## src/rtl/vending_controller_pkg.sv

```systemverilog
// Shared types and defaults for the vending controller: FSM states,
// default price/coin tables and the price lookup helper.
package vending_pkg;

  typedef enum logic [1:0] {
    IDLE   = 2'd0,
    SELECT = 2'd1,
    VEND   = 2'd2,
    CHANGE = 2'd3
  } state_t;

  localparam int DEF_NUM_ITEMS = 5;
  localparam int DEF_CREDIT_W  = 7;

  // item0 sits in the low slice: item0=7, item1=5, item2=6, item3=10, item4=8
  localparam logic [DEF_NUM_ITEMS*DEF_CREDIT_W-1:0] DEF_PRICES =
    {7'd8, 7'd10, 7'd6, 7'd5, 7'd7};
  localparam logic [4*DEF_CREDIT_W-1:0] DEF_COIN_VAL =
    {7'd20, 7'd10, 7'd5, 7'd1};

  // Generic over width: caller zero-extends the table and keeps the low credit_w bits.
  function automatic logic [15:0] price_of(input logic [255:0] prices,
                                           input int unsigned credit_w,
                                           input int unsigned idx);
    logic [255:0] sh;
    sh = prices >> (idx * credit_w);
    return sh[15:0] & ((16'd1 << credit_w) - 16'd1);
  endfunction

endpackage

```

## src/rtl/vending_controller_if.sv

```systemverilog
// Front-panel bundle: raw switches/buttons in, credit/selection/pulse outputs back.
interface vending_controller_if #(
  parameter int NUM_ITEMS = 5,
  parameter int CREDIT_W  = 7
);
  localparam int IDX_W = $clog2(NUM_ITEMS);

  logic [3:0]           coin_sw;
  logic                 btn_left;
  logic                 btn_right;
  logic                 btn_confirm;
  logic                 btn_refund;
  logic [CREDIT_W-1:0]  credit;
  logic [IDX_W-1:0]     sel_idx;
  logic [CREDIT_W-1:0]  sel_price;
  logic [NUM_ITEMS-1:0] avail;
  logic [NUM_ITEMS-1:0] sel_led;
  logic                 vend_valid;
  logic [IDX_W-1:0]     vend_item;
  logic                 change_valid;
  logic [CREDIT_W-1:0]  change_amount;
  logic                 deny;
  logic                 coin_reject;

  modport master (
    output coin_sw, btn_left, btn_right, btn_confirm, btn_refund,
    input  credit, sel_idx, sel_price, avail, sel_led, vend_valid, vend_item,
           change_valid, change_amount, deny, coin_reject
  );

  modport slave (
    input  coin_sw, btn_left, btn_right, btn_confirm, btn_refund,
    output credit, sel_idx, sel_price, avail, sel_led, vend_valid, vend_item,
           change_valid, change_amount, deny, coin_reject
  );

endinterface

```

## src/rtl/vending_controller_edge_pulse.sv

```systemverilog
// Two-flop synchroniser plus rising-edge detector; pulse_o is high for one
// cycle per low-to-high transition, history cleared by reset.
module edge_pulse #(
  parameter int WIDTH = 4
) (
  input  logic             clk,
  input  logic             rst,
  input  logic [WIDTH-1:0] d_i,
  output logic [WIDTH-1:0] pulse_o
);

  logic [WIDTH-1:0] meta_q;
  logic [WIDTH-1:0] sync_q;
  logic [WIDTH-1:0] prev_q;

  always_ff @(posedge clk) begin
    if (!rst) begin
      meta_q <= '0;
      sync_q <= '0;
      prev_q <= '0;
    end else begin
      meta_q <= d_i;
      sync_q <= meta_q;
      prev_q <= sync_q;
    end
  end

  assign pulse_o = sync_q & ~prev_q;

endmodule

```

## src/rtl/vending_controller.sv

```systemverilog
// Vending-machine core: coin credit with saturation, product browsing,
// purchase/deny, refund with change, and a blinking selection LED.
module vending_controller
  import vending_pkg::*;
#(
  parameter int NUM_ITEMS  = DEF_NUM_ITEMS,
  parameter int CREDIT_W   = DEF_CREDIT_W,
  parameter int MAX_CREDIT = 99,
  parameter logic [NUM_ITEMS*CREDIT_W-1:0] PRICES   = DEF_PRICES,
  parameter logic [4*CREDIT_W-1:0]         COIN_VAL = DEF_COIN_VAL,
  parameter int BLINK_DIV  = 25_000_000
) (
  input  logic                 clk,
  input  logic                 rst,
  vending_controller_if.slave  bus
);

  localparam int IDX_W   = $clog2(NUM_ITEMS);
  localparam int BLINK_W = (BLINK_DIV > 1) ? $clog2(BLINK_DIV) : 1;
  localparam logic [CREDIT_W:0] MAX_C = (CREDIT_W+1)'(MAX_CREDIT);

  state_t               state_q;
  logic [CREDIT_W-1:0]  credit_q;
  logic [IDX_W-1:0]     sel_q;
  logic                 vend_valid_q, change_valid_q, deny_q, coin_reject_q;
  logic [IDX_W-1:0]     vend_item_q;
  logic [CREDIT_W-1:0]  change_amount_q;
  logic [BLINK_W-1:0]   blink_cnt_q;
  logic                 phase_q;

  logic [3:0] coin_pls;
  logic [3:0] btn_pls;

  edge_pulse #(.WIDTH(4)) u_coin_edge (
    .clk     (clk),
    .rst     (rst),
    .d_i     (bus.coin_sw),
    .pulse_o (coin_pls)
  );

  edge_pulse #(.WIDTH(4)) u_btn_edge (
    .clk     (clk),
    .rst     (rst),
    .d_i     ({bus.btn_refund, bus.btn_confirm, bus.btn_right, bus.btn_left}),
    .pulse_o (btn_pls)
  );

  logic                 left_e, right_e, confirm_e, refund_e;
  logic                 coin_any, coin_multi, coin_fits, nav_ok;
  logic [CREDIT_W-1:0]  coin_val;
  logic [CREDIT_W:0]    coin_sum;
  logic [IDX_W-1:0]     nav_d;
  logic [15:0]          price_w;
  logic [CREDIT_W-1:0]  sel_price_c;
  logic [NUM_ITEMS-1:0] avail_c;

  assign {refund_e, confirm_e, right_e, left_e} = btn_pls;

  // Lowest set coin bit wins; any additional bits are rejected together.
  always_comb begin
    coin_val = '0;
    for (int j = 3; j >= 0; j--) begin
      if (coin_pls[j]) coin_val = COIN_VAL[j*CREDIT_W +: CREDIT_W];
    end
  end

  assign coin_any   = |coin_pls;
  assign coin_multi = (coin_pls & (coin_pls - 4'd1)) != 4'd0;
  assign coin_sum   = {1'b0, credit_q} + {1'b0, coin_val};
  assign coin_fits  = coin_sum <= MAX_C;

  assign nav_ok = left_e ^ right_e;
  always_comb begin
    nav_d = sel_q;
    if (right_e) nav_d = (sel_q == IDX_W'(NUM_ITEMS-1)) ? '0 : sel_q + IDX_W'(1);
    else if (left_e) nav_d = (sel_q == '0) ? IDX_W'(NUM_ITEMS-1) : sel_q - IDX_W'(1);
  end

  assign price_w     = price_of(256'(PRICES), CREDIT_W, 32'(sel_q));
  assign sel_price_c = price_w[CREDIT_W-1:0];

  always_comb begin
    avail_c = '0;
    for (int i = 0; i < NUM_ITEMS; i++) begin
      avail_c[i] = credit_q >= PRICES[i*CREDIT_W +: CREDIT_W];
    end
  end

  always_ff @(posedge clk) begin
    if (!rst) begin
      state_q         <= IDLE;
      credit_q        <= '0;
      sel_q           <= '0;
      vend_valid_q    <= 1'b0;
      vend_item_q     <= '0;
      change_valid_q  <= 1'b0;
      change_amount_q <= '0;
      deny_q          <= 1'b0;
      coin_reject_q   <= 1'b0;
      blink_cnt_q     <= '0;
      phase_q         <= 1'b0;
    end else begin
      vend_valid_q   <= 1'b0;
      change_valid_q <= 1'b0;
      deny_q         <= 1'b0;
      coin_reject_q  <= 1'b0;

      if (blink_cnt_q == BLINK_W'(BLINK_DIV-1)) begin
        blink_cnt_q <= '0;
        phase_q     <= ~phase_q;
      end else begin
        blink_cnt_q <= blink_cnt_q + BLINK_W'(1);
      end

      case (state_q)
        IDLE: begin
          if (coin_any) begin
            if (coin_fits) begin
              credit_q <= coin_sum[CREDIT_W-1:0];
              state_q  <= SELECT;
            end
            coin_reject_q <= coin_multi || !coin_fits;
          end else if (nav_ok) begin
            sel_q <= nav_d;
          end
        end
        SELECT: begin
          if (refund_e) begin
            state_q       <= CHANGE;
            coin_reject_q <= coin_any;
          end else if (confirm_e) begin
            coin_reject_q <= coin_any;
            if (credit_q >= sel_price_c) begin
              credit_q <= credit_q - sel_price_c;
              state_q  <= VEND;
            end else begin
              deny_q <= 1'b1;
            end
          end else if (coin_any) begin
            if (coin_fits) credit_q <= coin_sum[CREDIT_W-1:0];
            coin_reject_q <= coin_multi || !coin_fits;
          end else if (nav_ok) begin
            sel_q <= nav_d;
          end
        end
        // Pulses are issued on leaving VEND/CHANGE so a reset in that cycle suppresses them.
        VEND: begin
          vend_valid_q  <= 1'b1;
          vend_item_q   <= sel_q;
          state_q       <= (credit_q != '0) ? SELECT : IDLE;
          coin_reject_q <= coin_any;
        end
        CHANGE: begin
          change_valid_q  <= 1'b1;
          change_amount_q <= credit_q;
          credit_q        <= '0;
          state_q         <= IDLE;
          coin_reject_q   <= coin_any;
        end
        default: state_q <= IDLE;
      endcase
    end
  end

  assign bus.credit        = credit_q;
  assign bus.sel_idx       = sel_q;
  assign bus.sel_price     = sel_price_c;
  assign bus.avail         = avail_c;
  assign bus.sel_led       = (state_q == SELECT && phase_q) ? (NUM_ITEMS'(1) << sel_q) : '0;
  assign bus.vend_valid    = vend_valid_q;
  assign bus.vend_item     = vend_item_q;
  assign bus.change_valid  = change_valid_q;
  assign bus.change_amount = change_amount_q;
  assign bus.deny          = deny_q;
  assign bus.coin_reject   = coin_reject_q;

endmodule
```

## src/flat_wrapper.sv

```systemverilog
// flat-port wrapper written by rule: the top's interface ports become plain ports
module vending_controller_flat import vending_pkg::*;
#(
  parameter int NUM_ITEMS  = DEF_NUM_ITEMS,
  parameter int CREDIT_W   = DEF_CREDIT_W,
  parameter int MAX_CREDIT = 99,
  parameter logic [NUM_ITEMS*CREDIT_W-1:0] PRICES   = DEF_PRICES,
  parameter logic [4*CREDIT_W-1:0]         COIN_VAL = DEF_COIN_VAL,
  parameter int BLINK_DIV  = 25_000_000
)
  (clk, rst, bus_coin_sw, bus_btn_left, bus_btn_right, bus_btn_confirm, bus_btn_refund, bus_credit, bus_sel_idx, bus_sel_price, bus_avail, bus_sel_led, bus_vend_valid, bus_vend_item, bus_change_valid, bus_change_amount, bus_deny, bus_coin_reject);
  vending_controller_if #(.NUM_ITEMS(NUM_ITEMS), .CREDIT_W(CREDIT_W)) bus_i ();
  input  logic clk;
  input  logic rst;
  input wire logic [$bits(bus_i.coin_sw)-1:0] bus_coin_sw;
  input wire logic [$bits(bus_i.btn_left)-1:0] bus_btn_left;
  input wire logic [$bits(bus_i.btn_right)-1:0] bus_btn_right;
  input wire logic [$bits(bus_i.btn_confirm)-1:0] bus_btn_confirm;
  input wire logic [$bits(bus_i.btn_refund)-1:0] bus_btn_refund;
  output wire logic [$bits(bus_i.credit)-1:0] bus_credit;
  output wire logic [$bits(bus_i.sel_idx)-1:0] bus_sel_idx;
  output wire logic [$bits(bus_i.sel_price)-1:0] bus_sel_price;
  output wire logic [$bits(bus_i.avail)-1:0] bus_avail;
  output wire logic [$bits(bus_i.sel_led)-1:0] bus_sel_led;
  output wire logic [$bits(bus_i.vend_valid)-1:0] bus_vend_valid;
  output wire logic [$bits(bus_i.vend_item)-1:0] bus_vend_item;
  output wire logic [$bits(bus_i.change_valid)-1:0] bus_change_valid;
  output wire logic [$bits(bus_i.change_amount)-1:0] bus_change_amount;
  output wire logic [$bits(bus_i.deny)-1:0] bus_deny;
  output wire logic [$bits(bus_i.coin_reject)-1:0] bus_coin_reject;
  assign bus_i.coin_sw = bus_coin_sw;
  assign bus_i.btn_left = bus_btn_left;
  assign bus_i.btn_right = bus_btn_right;
  assign bus_i.btn_confirm = bus_btn_confirm;
  assign bus_i.btn_refund = bus_btn_refund;
  assign bus_credit = bus_i.credit;
  assign bus_sel_idx = bus_i.sel_idx;
  assign bus_sel_price = bus_i.sel_price;
  assign bus_avail = bus_i.avail;
  assign bus_sel_led = bus_i.sel_led;
  assign bus_vend_valid = bus_i.vend_valid;
  assign bus_vend_item = bus_i.vend_item;
  assign bus_change_valid = bus_i.change_valid;
  assign bus_change_amount = bus_i.change_amount;
  assign bus_deny = bus_i.deny;
  assign bus_coin_reject = bus_i.coin_reject;
  vending_controller #(.NUM_ITEMS(NUM_ITEMS), .CREDIT_W(CREDIT_W), .MAX_CREDIT(MAX_CREDIT), .PRICES(PRICES), .COIN_VAL(COIN_VAL), .BLINK_DIV(BLINK_DIV)) u_core (.clk(clk), .rst(rst), .bus(bus_i));
endmodule
```

## config.mk

```make
export PLATFORM = sky130hd
export DESIGN_NAME = vending_controller_flat
export DESIGN_NICKNAME = d
export VERILOG_FILES = /design/src/rtl/vending_controller_pkg.sv /design/src/rtl/vending_controller_if.sv /design/src/rtl/vending_controller_edge_pulse.sv /design/src/rtl/vending_controller.sv /design/src/flat_wrapper.sv
export SDC_FILE = /design/constraint.sdc
export NUM_CORES = 1
export LEC_CHECK = 0
export BUFFER_PORTS_ARGS = -buffer_cell sky130_fd_sc_hd__buf_4
export CORE_UTILIZATION = 40
export DETAILED_ROUTE_END_ITERATION = 6
export GPL_TIMING_DRIVEN = 0
export HOLD_SLACK_MARGIN = 0.15
export SKIP_CTS_REPAIR_TIMING = 1
export SYNTH_ARGS = -nofsm -noshare
export SYNTH_HDL_FRONTEND = slang
export SYNTH_SLANG_ARGS = --single-unit
```

## constraint.sdc

```tcl
create_clock -name clk -period 2.7 [get_ports clk]
set_clock_uncertainty 0.05 [all_clocks]
set_input_delay 0.81 -clock clk [delete_from_list [all_inputs] [get_ports clk]]
set_output_delay 0.81 -clock clk [all_outputs]
set_load 0.01 [all_outputs]
```

== Word level (Yosys, flattened, before mapping) ==
Cells that the tools add are included.

* Register bits after elaboration: 76
* Bits of input ports: 10
* Word-level logic and storage cells: 105

* Add/sub/neg operators: 6
* Multipliers: 1
* Magnitude comparators: 7
* Eq/ne operators: 12
* Shift-type cells: 2
* Multiplexer cells: 34
* Bitwise operators: 10
* Reduce and logical (&&, ||, !) cells: 16

{| class="wikitable"
|+ Operators with widths
! operator !! number
|-
| $mux W7 || 8
|-
| $shr A32 B6 Y7 const A || 1
|-
| $add A25 B1 Y25 const B || 1
|-
| $eq A25 B25 Y1 const B || 1
|-
| $mux W3 || 8
|-
| $ge A7 B3 Y1 const B || 3
|-
| $pmux W7 S3 || 1
|-
| $ge A7 B4 Y1 const B || 2
|-
| $and A4 B4 Y4 || 3
|-
| $mux W2 || 5
|-
| $mux W5 || 2
|-
| $add A7 B7 Y8 || 1
|-
| $le A8 B7 Y1 const B || 1
|-
| $not A4 Y4 || 2
|-
| $pmux W2 S4 || 1
|-
| $reduce_or A4 Y1 || 2
|-
| $ge A7 B7 Y1 || 1
|-
| $mux W1 || 7
|-
| $reduce_bool A7 Y1 || 1
|-
| $sub A7 B7 Y7 || 1
|-
| $mul A3 B3 Y6 const B || 1
|-
| $ne A3 B1 Y1 const B || 2
|-
| $pmux W3 S2 || 1
|-
| $reduce_and A3 Y1 || 2
|-
| other kinds (23) || 30
|}

== Longest topological paths before layout ==
Gate-level depths: netlist (run 1).

* Word-level depth: 14
* Gate-level depth with buffers: 14

== By module ==
From an unflattened synthesis (run 1), not the netlist that was laid out.

* Cell total of the unflattened synthesis: 465
* Area total of the unflattened synthesis: 3,986.3 um^2

{| class="wikitable"
|+ By module, submodules not included
! module !! instances !! cells an instance !! area each (um^2)
|-
| vending_controller || 1 || 407 || 3,263.1
|-
| edge_pulse || 2 || 29 || 361.6
|}

== Worst setup path after synthesis (run 1) ==
OpenSTA, ideal clock, no wires.

* Kind: register to register
* Start point: register u_core.sel_q[0] (netlist: u_core.bus.sel_idx[0])
* End point: register u_core.state_q[1]
* Arrival time: 2.938 ns
* Data required time: 2.535 ns
* Setup slack: -0.403 ns
* Cell stages (with the launch flop): 12
* Buffers on the path: 0
* Path through: dfxtp_1 > inv_1 > ha_1 > ha_1 > or2_2 > inv_1 > ha_1 > nand4_1 > nor2_1 > or4b_4 > a2111o_1 > and3_1

* Longest elaborated chain between the ends: 5

{| class="wikitable"
|+ Ends and longest elaborated chain
! element !! RTL line !! RTL
|-
| start: declaration || vending_controller.sv:24 || <nowiki>logic [IDX_W-1:0] sel_q;</nowiki>
|-
| start signal: assignment || vending_controller.sv:124 || <nowiki>sel_q <= nav_d;</nowiki>
|-
| start signal: assignment || vending_controller.sv:143 || <nowiki>sel_q <= nav_d;</nowiki>
|-
| $mul A3 B3 Y6 || vending_controller_pkg.sv:26 || <nowiki>sh = prices >> (idx * credit_w);</nowiki>
|-
| $shr A32 B6 Y7 || vending_controller_pkg.sv:26 ||
|-
| net bus_sel_price[3] || flat_wrapper.sv:22 || <nowiki>output wire logic [$bits(bus_i.sel_price)-1:0] bus_sel_price;</nowiki>
|-
| $ge A7 B7 Y1 || vending_controller.sv:133 || <nowiki>if (credit_q >= sel_price_c) begin</nowiki>
|-
| $ne A3 B1 Y1 (no line) || - ||
|-
| $reduce_and A4 Y1 (no line) || - ||
|-
| end signal: assignment || vending_controller.sv:150 || <nowiki>state_q <= (credit_q != '0) ? SELECT : IDLE;</nowiki>
|-
| end: declaration || vending_controller.sv:22 || <nowiki>state_t state_q;</nowiki>
|}

The timed path passes the listed nets, and every way through them passes these cells.
A chain may end at the register's enable or synchronous reset.

== Worst setup path in the final report (run 1) ==
* Start point: register u_core.sel_q[1] (netlist: u_core.bus.sel_idx[1])
* End point: register u_core.state_q[1]

* Longest elaborated chain between the ends: 5

{| class="wikitable"
|+ Ends and longest elaborated chain
! element !! RTL line
|-
| $mul A3 B3 Y6 || vending_controller_pkg.sv:26
|-
| $shr A32 B6 Y7 || vending_controller_pkg.sv:26
|-
| $ge A7 B7 Y1 || vending_controller.sv:133
|-
| $ne A3 B1 Y1 (no line) || -
|-
| $reduce_and A4 Y1 (no line) || -
|}

Every way passes these cells.

==> impl_metrics.json, run 1 <==
{
  "wirelength_um": 9083,
  "synthDistinctLibCells": 62,
  "grt_pass1_wl_um": 14440,
  "worst_hold_startpoint": "u_core.u_coin_edge.meta_q[1]$_SDFF_PN0_",
  "cts_buffer_depth": 2,
  "worst-path-max-fanout": 6,
  "reg2regPathDepth": 10,
  "critPathCaptureType": "register",
  "drtPass1Iterations": 4,
  "io-pin-count": 51,
  "clkLatencyLatePin_ns": 0.36,
  "power_density_mw_per_mm2": 533.6,
  "viasPerCell": 5.094,
  "clock-sinks": 76,
  "die_w_um": 100.4,
  "clk_pin_slew_worst_paths_ns": 0.08,
  "vdd_ir_drop_max_mv": 0.2187,
  "critPathLaunchType": "register",
  "fin_crit_ns": 2.826,
  "tightest_slew_ns": 0.6615,
  "avgSynthCellArea_um2": 8.403,
  "hold_end": "u_core.u_coin_edge.sync_q[1]$_SDFF_PN0_",
  "seqCellArea_mm2": 0.001536,
  "final-instance-count-excl-fill": 670,
  "cts_tree": "built",
  "layout_common_cells": "dfxtp_1, buf_4, nor2_1",
  "hpwl_um": 6377,
  "violations": "negative setup slack",
  "grt_usage_pct": 18.30,
  "initial_core_util_pct": 41.53,
  "coreArea_mm2": 0.009328,
  "num_vias": 3413,
  "finalCritPeriodShare_pct": 104.7,
  "drive_above_1_share_pct": 27.17,
  "grt_start_max_net_pins": 13,
  "multi_input_comb_area_mm2": 0.002471,
  "status": "finished with violations",
  "final-max-slew-violation-count": 0,
  "required_ns": 2.89,
  "fillers": 886,
  "antenna_found_initial": 0,
  "arrival_ns": 3.02,
  "hold_viol": 0,
  "ys_ff_latch": 76,
  "rr_startpoint": "u_core.bus.sel_idx[1]$_SDFFE_PN0P_",
  "diodes": 0,
  "numCtsBuffers": 9,
  "ant_nets": 0,
  "synth_flop_cell": "dfxtp_1",
  "cts_max_level": 3,
  "grt_overflow": 0,
  "fin_nets": 568,
  "wire_per_inst_um": 13.56,
  "syn_area_mm2": 0.003874,
  "leakage_uw": 0.002007,
  "num_rows": 35,
  "synthArstFlopShare_pct": 0,
  "cts_root_buf": "clkbuf_8",
  "syn_inst": 461,
  "max_freq_ghz": 0.3539,
  "port_buffers": 47,
  "min_path_type": "reg2reg",
  "setup_ws_ns": -0.1259,
  "crit_type": "reg2reg",
  "slew-limit-headroom_pct": 55.79,
  "drc": 0,
  "first_iter_violations": 110,
  "whs_ns": 0.3850,
  "yosysSeqAreaShare_pct": 39.28,
  "die_h_um": 100.4,
  "area_delta_synth_final_pct": 29.39,
  "reg2reg_slack_ns": -0.13,
  "final_common_cell": "dfxtp_1",
  "rr_endpoint": "u_core.state_q[1]$_SDFFE_PN0P_",
  "ys_warn_count": 0,
  "finalSetupTns_ns": -0.4554,
  "rsz0062_at_grt": "true",
  "drv_cap": 0,
  "whs_path_depth": 1,
  "place_inst": 639,
  "grt_pass1_vias": 3177,
  "place_congestion": 0.8630,
  "synth_edf_count": 0,
  "setup_viol": 7,
  "die_area_mm2": 0.01008
}
through the flow:
| step | utilization, % | instance area, um^2 | setup slack [ns] | total power, uW |
|---|---|---|---|---|
| final | 53.74 | 5012 | -0.1259 | 2675 |
| after global routing | 53.74 | 5012 | -0.2157 | 2806 |
| after CTS | 50.10 | 4673 | -0.3401 | 2602 |
| after detailed placement | 47.98 | 4476 | -0.3191 | 1728 |
| after global placement | 47.98 | 4476 | -0.3133 | 1722 |
| after floorplan | - | 3961 | -0.006066 | 1554 |
synth_stat cells (4+ instances only):
library cell	n	share of area, %
and3_1	11	1.8
o21ai_0	12	1.6
nand4_1	4	0.65
and2_1	24	3.9
xor2_1	20	4.5
a31oi_1	4	0.65
nor2b_1	10	1.6
nand3_1	23	3.0
nor4_1	4	0.65
clkbuf_1	10	0.97
nor3_1	10	1.3
nand2_1	38	3.7
xnor2_1	9	2.0
o21a_1	5	0.97
nor2_1	68	6.6
ha_1	20	6.5
a21oi_1	21	2.7
dfxtp_1	76	39
nand2b_1	9	1.5
inv_1	18	1.7
nor3b_1	4	0.78
flip-flops by register name, indices dropped and copies added (netlist names), 2 cells and up:
name,cells
u_core.u_btn_edge.prev_q,4
u_core.u_coin_edge.prev_q,4
u_core.bus.sel_idx,3
u_core.state_q,2
u_core.blink_cnt_q,25
u_core.u_btn_edge.meta_q,4
u_core.u_coin_edge.meta_q,4
u_core.u_btn_edge.sync_q,4
u_core.bus.change_amount,7
u_core.bus.credit,7
u_core.u_coin_edge.sync_q,4
u_core.bus.vend_item,3
logic make-up (layout without fill, tap and decap cells):
logic type	after synthesis	in the layout	share of synthesized area (%)
flops	76	76	39.28
simple gates	220	220	28.65
xor+xnor	29	29	6.557
mux	4	4	1.066
other cells	1	3	0.09681
fa+ha+maj	22	22	7.494
compound gates	73	73	12.79
buf+inv	36	114	4.069
worst max path at each step:
stage / start / end / slack (ns) / depth (start not counted)
finish: u_core.bus.sel_idx[1]$_SDFFE_PN0P_ / u_core.state_q[1]$_SDFFE_PN0P_ / -0.13 / 10
global route: u_core.u_coin_edge.sync_q[1]$_SDFF_PN0_ / u_core.bus.credit[5]$_SDFFE_PN0P_ / -0.22 / 12
CTS: u_core.u_coin_edge.sync_q[0]$_SDFF_PN0_ / u_core.bus.credit[5]$_SDFFE_PN0P_ / -0.34 / 13
detailed placement: u_core.u_coin_edge.sync_q[0]$_SDFF_PN0_ / u_core.bus.credit[5]$_SDFFE_PN0P_ / -0.32 / 13
global placement: u_core.u_coin_edge.sync_q[0]$_SDFF_PN0_ / u_core.bus.credit[5]$_SDFFE_PN0P_ / -0.31 / 12
floorplan: u_core.bus.sel_idx[0]$_SDFFE_PN0P_ / u_core.bus.credit[5]$_SDFFE_PN0P_ / -0.006 / 13
per-layer routing:
layer  share of wire (%)  vias up  GRT usage [%]
met5                   0        -              0
met4                0.88        0          7.804
met3                 4.0       12          3.273
met2                  48       78          30.61
met1                  47     1603          23.15
li1                    -     1720              -
critical path: stages (launching register included):
cell and delay (ns):
dfxtp_4 0.40, inv_4 0.05, ha_2 0.16, or2_4 0.26, ha_4 0.22, nor2b_4 0.11, o21a_1 0.19, o21ai_2 0.18
or4b_4 0.49, a2111o_1 0.45, and3_1 0.16
power breakdown:
part	leakage [uW]	switching, uW	internal, uW
Clock	0.000102	428	444
Combinational	0.00128	313	273
Sequential	0.000622	58.5	1160
Total	0.00201	799	1880
layout make-up:
cell class | instances | area share (%)
well taps | 129 | 3.220
plain buffers | 17 | 2.022
multi-input cells | 351 | 49.30
clock inverters | 2 | 0.2746
inverters | 19 | 1.573
flip-flops and latches | 76 | 30.65
clock buffers | 14 | 3.669
repair buffers | 62 | 9.286
No activity file was read; power rests on OpenSTA's default activity.
==> inputs of run 2 (changes only) <==
- ABC_AREA: default -> 1
==> impl_metrics.json, run 2 <==
{
  "status": "finished clean",
  "io-pin-count": 51,
  "synth_top_family_by_area": "simple AND/OR/NAND/NOR gates",
  "required_ns": 2.93,
  "num_vias": 3621,
  "tightest_slew_ns": 0.5392,
  "fin_nets": 669,
  "netlist.area_leader.share_pct": 37.23,
  "largest_register_ffs": 25,
  "synth_top_area_cell": "dfxtp_1",
  "layout_common_cells": "nand2_1, inv_1, dfxtp_1",
  "place_area_mm2": 0.004613,
  "crit_type": "reg2reg",
  "drtPass1Iterations": 4,
  "ys_top_cells_by_area": "dfxtp_1, nand2_1, inv_1",
  "viasPerCell": 4.672,
  "synth_xor_area_share_pct": 2.143,
  "yosysMostFrequentCell": "nand2_1",
  "coreArea_mm2": 0.009819,
  "slew-limit-headroom_pct": 63.92,
  "avgSynthCellArea_um2": 7.132,
  "clk_pin_slew_worst_paths_ns": 0.08,
  "rr_endpoint": "u_core.bus.credit[3]$_SDFFE_PN0P_",
  "rr_startpoint": "u_core.u_coin_edge.sync_q[1]$_SDFF_PN0_",
  "wire_per_inst_um": 11.59,
  "leakage_uw": 0.002435,
  "max_freq_ghz": 0.4007,
  "die_h_um": 103.1,
  "place_inst": 755,
  "grt_pass1_wl_um": 14620,
  "antenna_found_initial": 0,
  "hpwl_um": 6791,
  "numCtsBuffers": 9,
  "final-instance-count-excl-fill": 775,
  "hold_viol": 0,
  "drc": 0,
  "cts_tree": "built",
  "ys_ff_latch": 76,
  "wirelength_um": 8982,
  "clkLatencyLatePin_ns": 0.36,
  "setup_viol": 0,
  "synth_top_cells_by_count": "nand2_1, inv_1, dfxtp_1, nor2_1, a21oi_1",
  "syn_area_mm2": 0.004086,
  "drive_above_1_share_pct": 18.38,
  "fin_crit_ns": 2.496,
  "grt_pass1_vias": 3225,
  "largest_register": "u_core.blink_cnt_q",
  "grt_overflow": 0,
  "syn_inst": 573,
  "synth_mux_area_share_pct": 0,
  "final_cell_area_mm2": 0.004949,
  "fillers": 965,
  "hold_end": "u_core.u_coin_edge.sync_q[0]$_SDFF_PN0_",
  "reg2reg_slack_ns": 0.20,
  "clock-sinks": 76,
  "worst-path-max-fanout": 8,
  "synth_edf_count": 0,
  "synthDistinctLibCells": 41,
  "diodes": 0,
  "area_delta_synth_final_pct": 21.10,
  "cp_cell_sequence": "inv_1 > nor2_1 > inv_1 > nand2_2 > ha_1 > fa_1 > nand2_1 > nand3_1 > nand3_1 > nand2_1 > nand2_1 > nand2_1 > nand3_4 > nand3_4 > nand2_1 > nand3_1 > a21oi_1",
  "reg2regPathDepth": 17,
  "initial_core_util_pct": 41.62,
  "max_stage_delay_ns": 0.46,
  "critPathSlowestCell": "fa_1",
  "place_congestion": 0.8127,
  "die_w_um": 103.1,
  "yosys.area_share.simple_pct": 33.34,
  "yosysSeqAreaShare_pct": 37.23,
  "arrival_ns": 2.73,
  "port_buffers": 47,
  "power_density_mw_per_mm2": 635.6,
  "vdd_ir_drop_max_mv": 0.2888,
  "synth_compound_area_share_pct": 8.634,
  "first_iter_violations": 110,
  "critPathTopFamily": "simple AND/OR/NAND/NOR gates",
  "critPathLaunchType": "register",
  "cts_root_buf": "clkbuf_8",
  "ant_nets": 0,
  "synthArstFlopShare_pct": 0,
  "whs_path_depth": 2,
  "crit_buf_inv": 2,
  "final-max-slew-violation-count": 0,
  "final_common_cell": "nand2_1",
  "cts_buffer_depth": 2,
  "grt_usage_pct": 17.98,
  "worst_hold_startpoint": "u_core.u_coin_edge.meta_q[0]$_SDFF_PN0_",
  "drv_cap": 0,
  "cts_max_level": 3,
  "finalCritPeriodShare_pct": 92.44,
  "ys_warn_count": 0,
  "grt_start_max_net_pins": 13,
  "die_area_mm2": 0.01062,
  "critPathCaptureType": "register",
  "synth_flop_cell": "dfxtp_1",
  "num_rows": 36,
  "synthAdderAreaFrac_pct": 7.103,
  "min_path_type": "reg2reg",
  "cp_common_cell": "nand2_1",
  "fin_util_pct": 50.40
}
## run 2: cell types whose count changed after synthesis, sizes merged, moves of 11 or more
cell | before | now
nor2b | 11 | 0
a21oi | 21 | 41
nand2 | 39 | 120
and2 | 24 | 0
xor2 | 20 | 8
and3 | 11 | 0
inv | 18 | 107
nand3 | 23 | 37
## run 2: per-layer routing
| layer | vias to the layer above | share of wire (%) | track usage, % |
|---|---|---|---|
| met5 | - | 0 | 0 |
| met3 | 15 | 3.9 | 3.119 |
| li1 | 1927 | - | - |
| met4 | 0 | 2.2 | 9.101 |
| met2 | 89 | 44 | 28.10 |
| met1 | 1590 | 50 | 23.86 |
## run 2: worst register-to-register path, stage by stage (launching register included)
cell and delay (ns):
dfxtp_1 0.31, inv_1 0.05, nor2_1 0.03, inv_1 0.10
nand2_2 0.10, ha_1 0.24, fa_1 0.46, nand2_1 0.08
nand3_1 0.08, nand3_1 0.10, nand2_1 0.07, nand2_1 0.05
nand2_1 0.10, nand3_4 0.15, nand3_4 0.13, nand2_1 0.09
nand3_1 0.09, a21oi_1 0.14
## run 2: stage by stage
stage | setup slack, ns | setup TNS, ns | hold slack [ns] | power (uW)
after floorplan | 0.1954 | 0 | 0.3405 | 1804
after global placement | -0.1076 | -0.4545 | 0.3465 | 2091
after detailed placement | -0.1252 | -0.7398 | 0.3514 | 2104
after CTS | -0.1463 | -0.9145 | 0.3701 | 3119
after global routing | -0.01166 | -0.01166 | 0.3796 | 3340
final | 0.2042 | 0 | 0.3667 | 3146
## run 2: worst max path at each step
stage,startpoint,cells after the start,endpoint
after CTS,u_core.bus.sel_idx[1]$_SDFFE_PN0P_,15,u_core.bus.credit[6]$_SDFFE_PN0P_
final,u_core.u_coin_edge.sync_q[1]$_SDFF_PN0_,17,u_core.bus.credit[3]$_SDFFE_PN0P_
after floorplan,u_core.bus.sel_idx[1]$_SDFFE_PN0P_,16,u_core.bus.credit[3]$_SDFFE_PN0P_
after detailed placement,u_core.bus.sel_idx[1]$_SDFFE_PN0P_,16,u_core.bus.credit[3]$_SDFFE_PN0P_
after global routing,u_core.u_coin_edge.sync_q[0]$_SDFF_PN0_,18,u_core.bus.credit[3]$_SDFFE_PN0P_
after global placement,u_core.bus.sel_idx[1]$_SDFFE_PN0P_,15,u_core.bus.credit[6]$_SDFFE_PN0P_
## run 2: logic make-up after synthesis
kind of cell,count (synthesis)
XOR/XNOR,10
other,1
adder cells (fa/ha/maj),22
AND/OR/NAND/NOR,277
AO/OA/AOI/OAI,67
flip-flops,76
buffers and inverters,120
## run 2: final cells by class
class,instances,area [um^2],share of cell area (%)
buffer,11,55.05,1.113
clock buffer,13,168.9,3.413
clock inverter,3,67.56,1.365
inverter,108,405.4,8.192
multi-input combinational,379,2165,43.74
sequential,76,1530,30.92
tap,133,166.4,3.363
timing repair buffer,52,390.4,7.889
## run 2: report_power, final
| group | switching, uW | total, uW | internal [uW] |
|---|---|---|---|
| Combinational | 498 | 860 | 361 |
| Sequential | 85.8 | 1270 | 1190 |
| Clock | 414 | 1010 | 597 |
| Total | 998 | 3150 | 2150 |
==> inputs of run 3 (changes only) <==
--- a/config.mk
+++ b/config.mk
@@ -8,2 +8,3 @@
 export ABC_AREA = 1
+export ABC_CLOCK_PERIOD_IN_PS = 2700
 export BUFFER_PORTS_ARGS = -buffer_cell sky130_fd_sc_hd__buf_4
==> constraint.sdc (replaced) <==
create_clock -name clk -period 2.7 [get_ports clk]
set_clock_uncertainty 0.05 [all_clocks]
set_input_delay 0.135 -clock clk [delete_from_list [all_inputs] [get_ports clk]]
set_output_delay 0.135 -clock clk [all_outputs]
set_load 0.01 [all_outputs]
==> impl_metrics.json, run 3 (same netlist as run 2, synthesis figures left out) <==
{
  "tightest_slew_ns": 0.5396,
  "p_comb_share_pct": 27.6,
  "largest_register_ffs": 25,
  "drc": 0,
  "max_freq_ghz": 0.4011,
  "fin_nets": 678,
  "critPathCaptureType": "register",
  "reg2regPathDepth": 17,
  "switchingPower_uw": 998.8,
  "diodes": 0,
  "cts_tree": "built",
  "reg2reg_slack_ns": 0.21,
  "worst_hold_startpoint": "u_core.u_coin_edge.meta_q[0]$_SDFF_PN0_",
  "clock-sinks": 76,
  "numCtsBuffers": 9,
  "grt_pass1_wl_um": 14620,
  "fin_util_pct": 51.31,
  "drtPass1Iterations": 5,
  "setup_viol": 0,
  "required_ns": 2.93,
  "num_vias": 3656,
  "wirelength_um": 9078,
  "hpwl_um": 6791,
  "clkLatencyLatePin_ns": 0.36,
  "swShare_pct": 31.66,
  "initial_core_util_pct": 41.62,
  "wire_per_inst_um": 11.58,
  "place_congestion": 0.8127,
  "grt_usage_pct": 17.98,
  "critPathSlowestCell": "fa_1",
  "fin_crit_ns": 2.493,
  "drive_above_1_share_pct": 18.13,
  "viasPerCell": 4.663,
  "grt_pass1_vias": 3225,
  "antenna_found_initial": 0,
  "crit_buf_inv": 2,
  "cp_cell_sequence": "inv_1 > nor2_1 > inv_1 > nand2_2 > ha_1 > fa_1 > nand2_1 > nand3_1 > nand3_1 > nand2_1 > nand2_1 > nand2_1 > nand3_4 > nand3_4 > nand2_1 > nand3_1 > a21oi_1",
  "final_common_cell": "nand2_1",
  "cts_buffer_depth": 2,
  "drv_cap": 0,
  "final-instance-count-excl-fill": 784,
  "largest_register": "u_core.blink_cnt_q",
  "rr_endpoint": "u_core.bus.credit[3]$_SDFFE_PN0P_",
  "critPathTopFamily": "simple AND/OR/NAND/NOR gates",
  "crit_type": "reg2reg",
  "max_stage_delay_ns": 0.46,
  "io-pin-count": 51,
  "finalCritPeriodShare_pct": 92.34,
  "power_density_mw_per_mm2": 626.0,
  "slew-limit-headroom_pct": 63.90,
  "die_area_mm2": 0.01062,
  "layout_common_cells": "nand2_1, inv_1, dfxtp_1",
  "first_iter_violations": 105,
  "hold_end": "u_core.u_coin_edge.sync_q[0]$_SDFF_PN0_",
  "status": "finished clean",
  "num_rows": 36,
  "clkPwrFrac_pct": 32.0,
  "critPathLaunchType": "register",
  "ant_nets": 0,
  "final-max-slew-violation-count": 0,
  "port_buffers": 47,
  "min_path_type": "reg2reg",
  "vdd_ir_drop_max_mv": 0.2945,
  "clk_pin_slew_worst_paths_ns": 0.08,
  "arrival_ns": 2.73,
  "intPower_uw": 2156,
  "cp_common_cell": "nand2_1",
  "cts_max_level": 3,
  "grt_start_max_net_pins": 13,
  "hold_viol": 0,
  "whs_path_depth": 2,
  "cts_root_buf": "clkbuf_8",
  "leakage_uw": 0.002472,
  "area_delta_synth_final_pct": 23.30,
  "coreArea_mm2": 0.009819,
  "rr_startpoint": "u_core.u_coin_edge.sync_q[1]$_SDFF_PN0_",
  "seqPwrFrac_pct": 40.4,
  "die_h_um": 103.1,
  "worst-path-max-fanout": 8,
  "place_inst": 755,
  "grt_overflow": 0,
  "die_w_um": 103.1
}
==> run 3: final cells by class <==
type / count / area [um^2]
timing repair buffer: 61 / 480.5
clock inverter: 3 / 67.56
sequential: 76 / 1530
clock buffer: 13 / 168.9
tap: 133 / 166.4
multi-input combinational: 379 / 2165
fill: 956 / 4781
buffer: 11 / 55.05
inverter: 108 / 405.4
==> run 3: power groups by stage <==
stage          logic [uW]  registers (uW)  clock network (uW)
3_3_place_gp          796            1300                   0
4_1_cts               809            1270                1040
2_1_floorplan         511            1290                   0
3_5_place_dp          805            1300                   0
5_1_grt               979            1290                1090
6_report              870            1270                1010
==> run 3: metrics by stage <==
step | power (uW) | TNS, ns | hold slack (ns) | area (um^2) | setup slack [ns]
final | 3154 | 0 | 0.3667 | 5039 | 0.2067
after global routing | 3352 | -0.01166 | 0.3796 | 5039 | -0.01166
after CTS | 3119 | -0.9145 | -0.1010 | 4850 | -0.1463
after detailed placement | 2104 | -0.7398 | 0.2697 | 4613 | -0.1252
after global placement | 2091 | -0.4545 | 0.2659 | 4613 | -0.1076
after floorplan | 1804 | 0 | 0.1826 | 4094 | 0.1954
==> run 3: worst register-to-register path, cell delays in order (launching register included) <==
cell and delay (ns):
dfxtp_1 0.31, inv_1 0.05, nor2_1 0.03, inv_1 0.10
nand2_2 0.10, ha_1 0.24, fa_1 0.47, nand2_1 0.08
nand3_1 0.08, nand3_1 0.10, nand2_1 0.07, nand2_1 0.05
nand2_1 0.10, nand3_4 0.15, nand3_4 0.13, nand2_1 0.09
nand3_1 0.09, a21oi_1 0.14
==> run 3: worst max-delay path by stage <==
| stage | startpoint | end | slack (ns) | depth (start not counted) |
|---|---|---|---|---|
| 2_1_floorplan | u_core.bus.sel_idx[1]$_SDFFE_PN0P_ | u_core.bus.credit[3]$_SDFFE_PN0P_ | 0.20 | 16 |
| 3_3_place_gp | u_core.bus.sel_idx[1]$_SDFFE_PN0P_ | u_core.bus.credit[6]$_SDFFE_PN0P_ | -0.11 | 15 |
| 3_5_place_dp | u_core.bus.sel_idx[1]$_SDFFE_PN0P_ | u_core.bus.credit[3]$_SDFFE_PN0P_ | -0.13 | 16 |
| 4_1_cts | u_core.bus.sel_idx[1]$_SDFFE_PN0P_ | u_core.bus.credit[6]$_SDFFE_PN0P_ | -0.15 | 15 |
| 5_1_grt | u_core.u_coin_edge.sync_q[0]$_SDFF_PN0_ | u_core.bus.credit[3]$_SDFFE_PN0P_ | -0.01 | 18 |
| 6_report | u_core.u_coin_edge.sync_q[1]$_SDFF_PN0_ | u_core.bus.credit[3]$_SDFFE_PN0P_ | 0.21 | 17 |
==> run 3: layer usage <==
metal | track usage (%) | up-vias | routed length (um)
met3 | 3.119 | 14 | 365
met2 | 28.10 | 88 | 4030
met4 | 9.101 | 0 | 191
met5 | 0 | - | 0
li1 | - | 1944 | -
met1 | 23.86 | 1610 | 4492
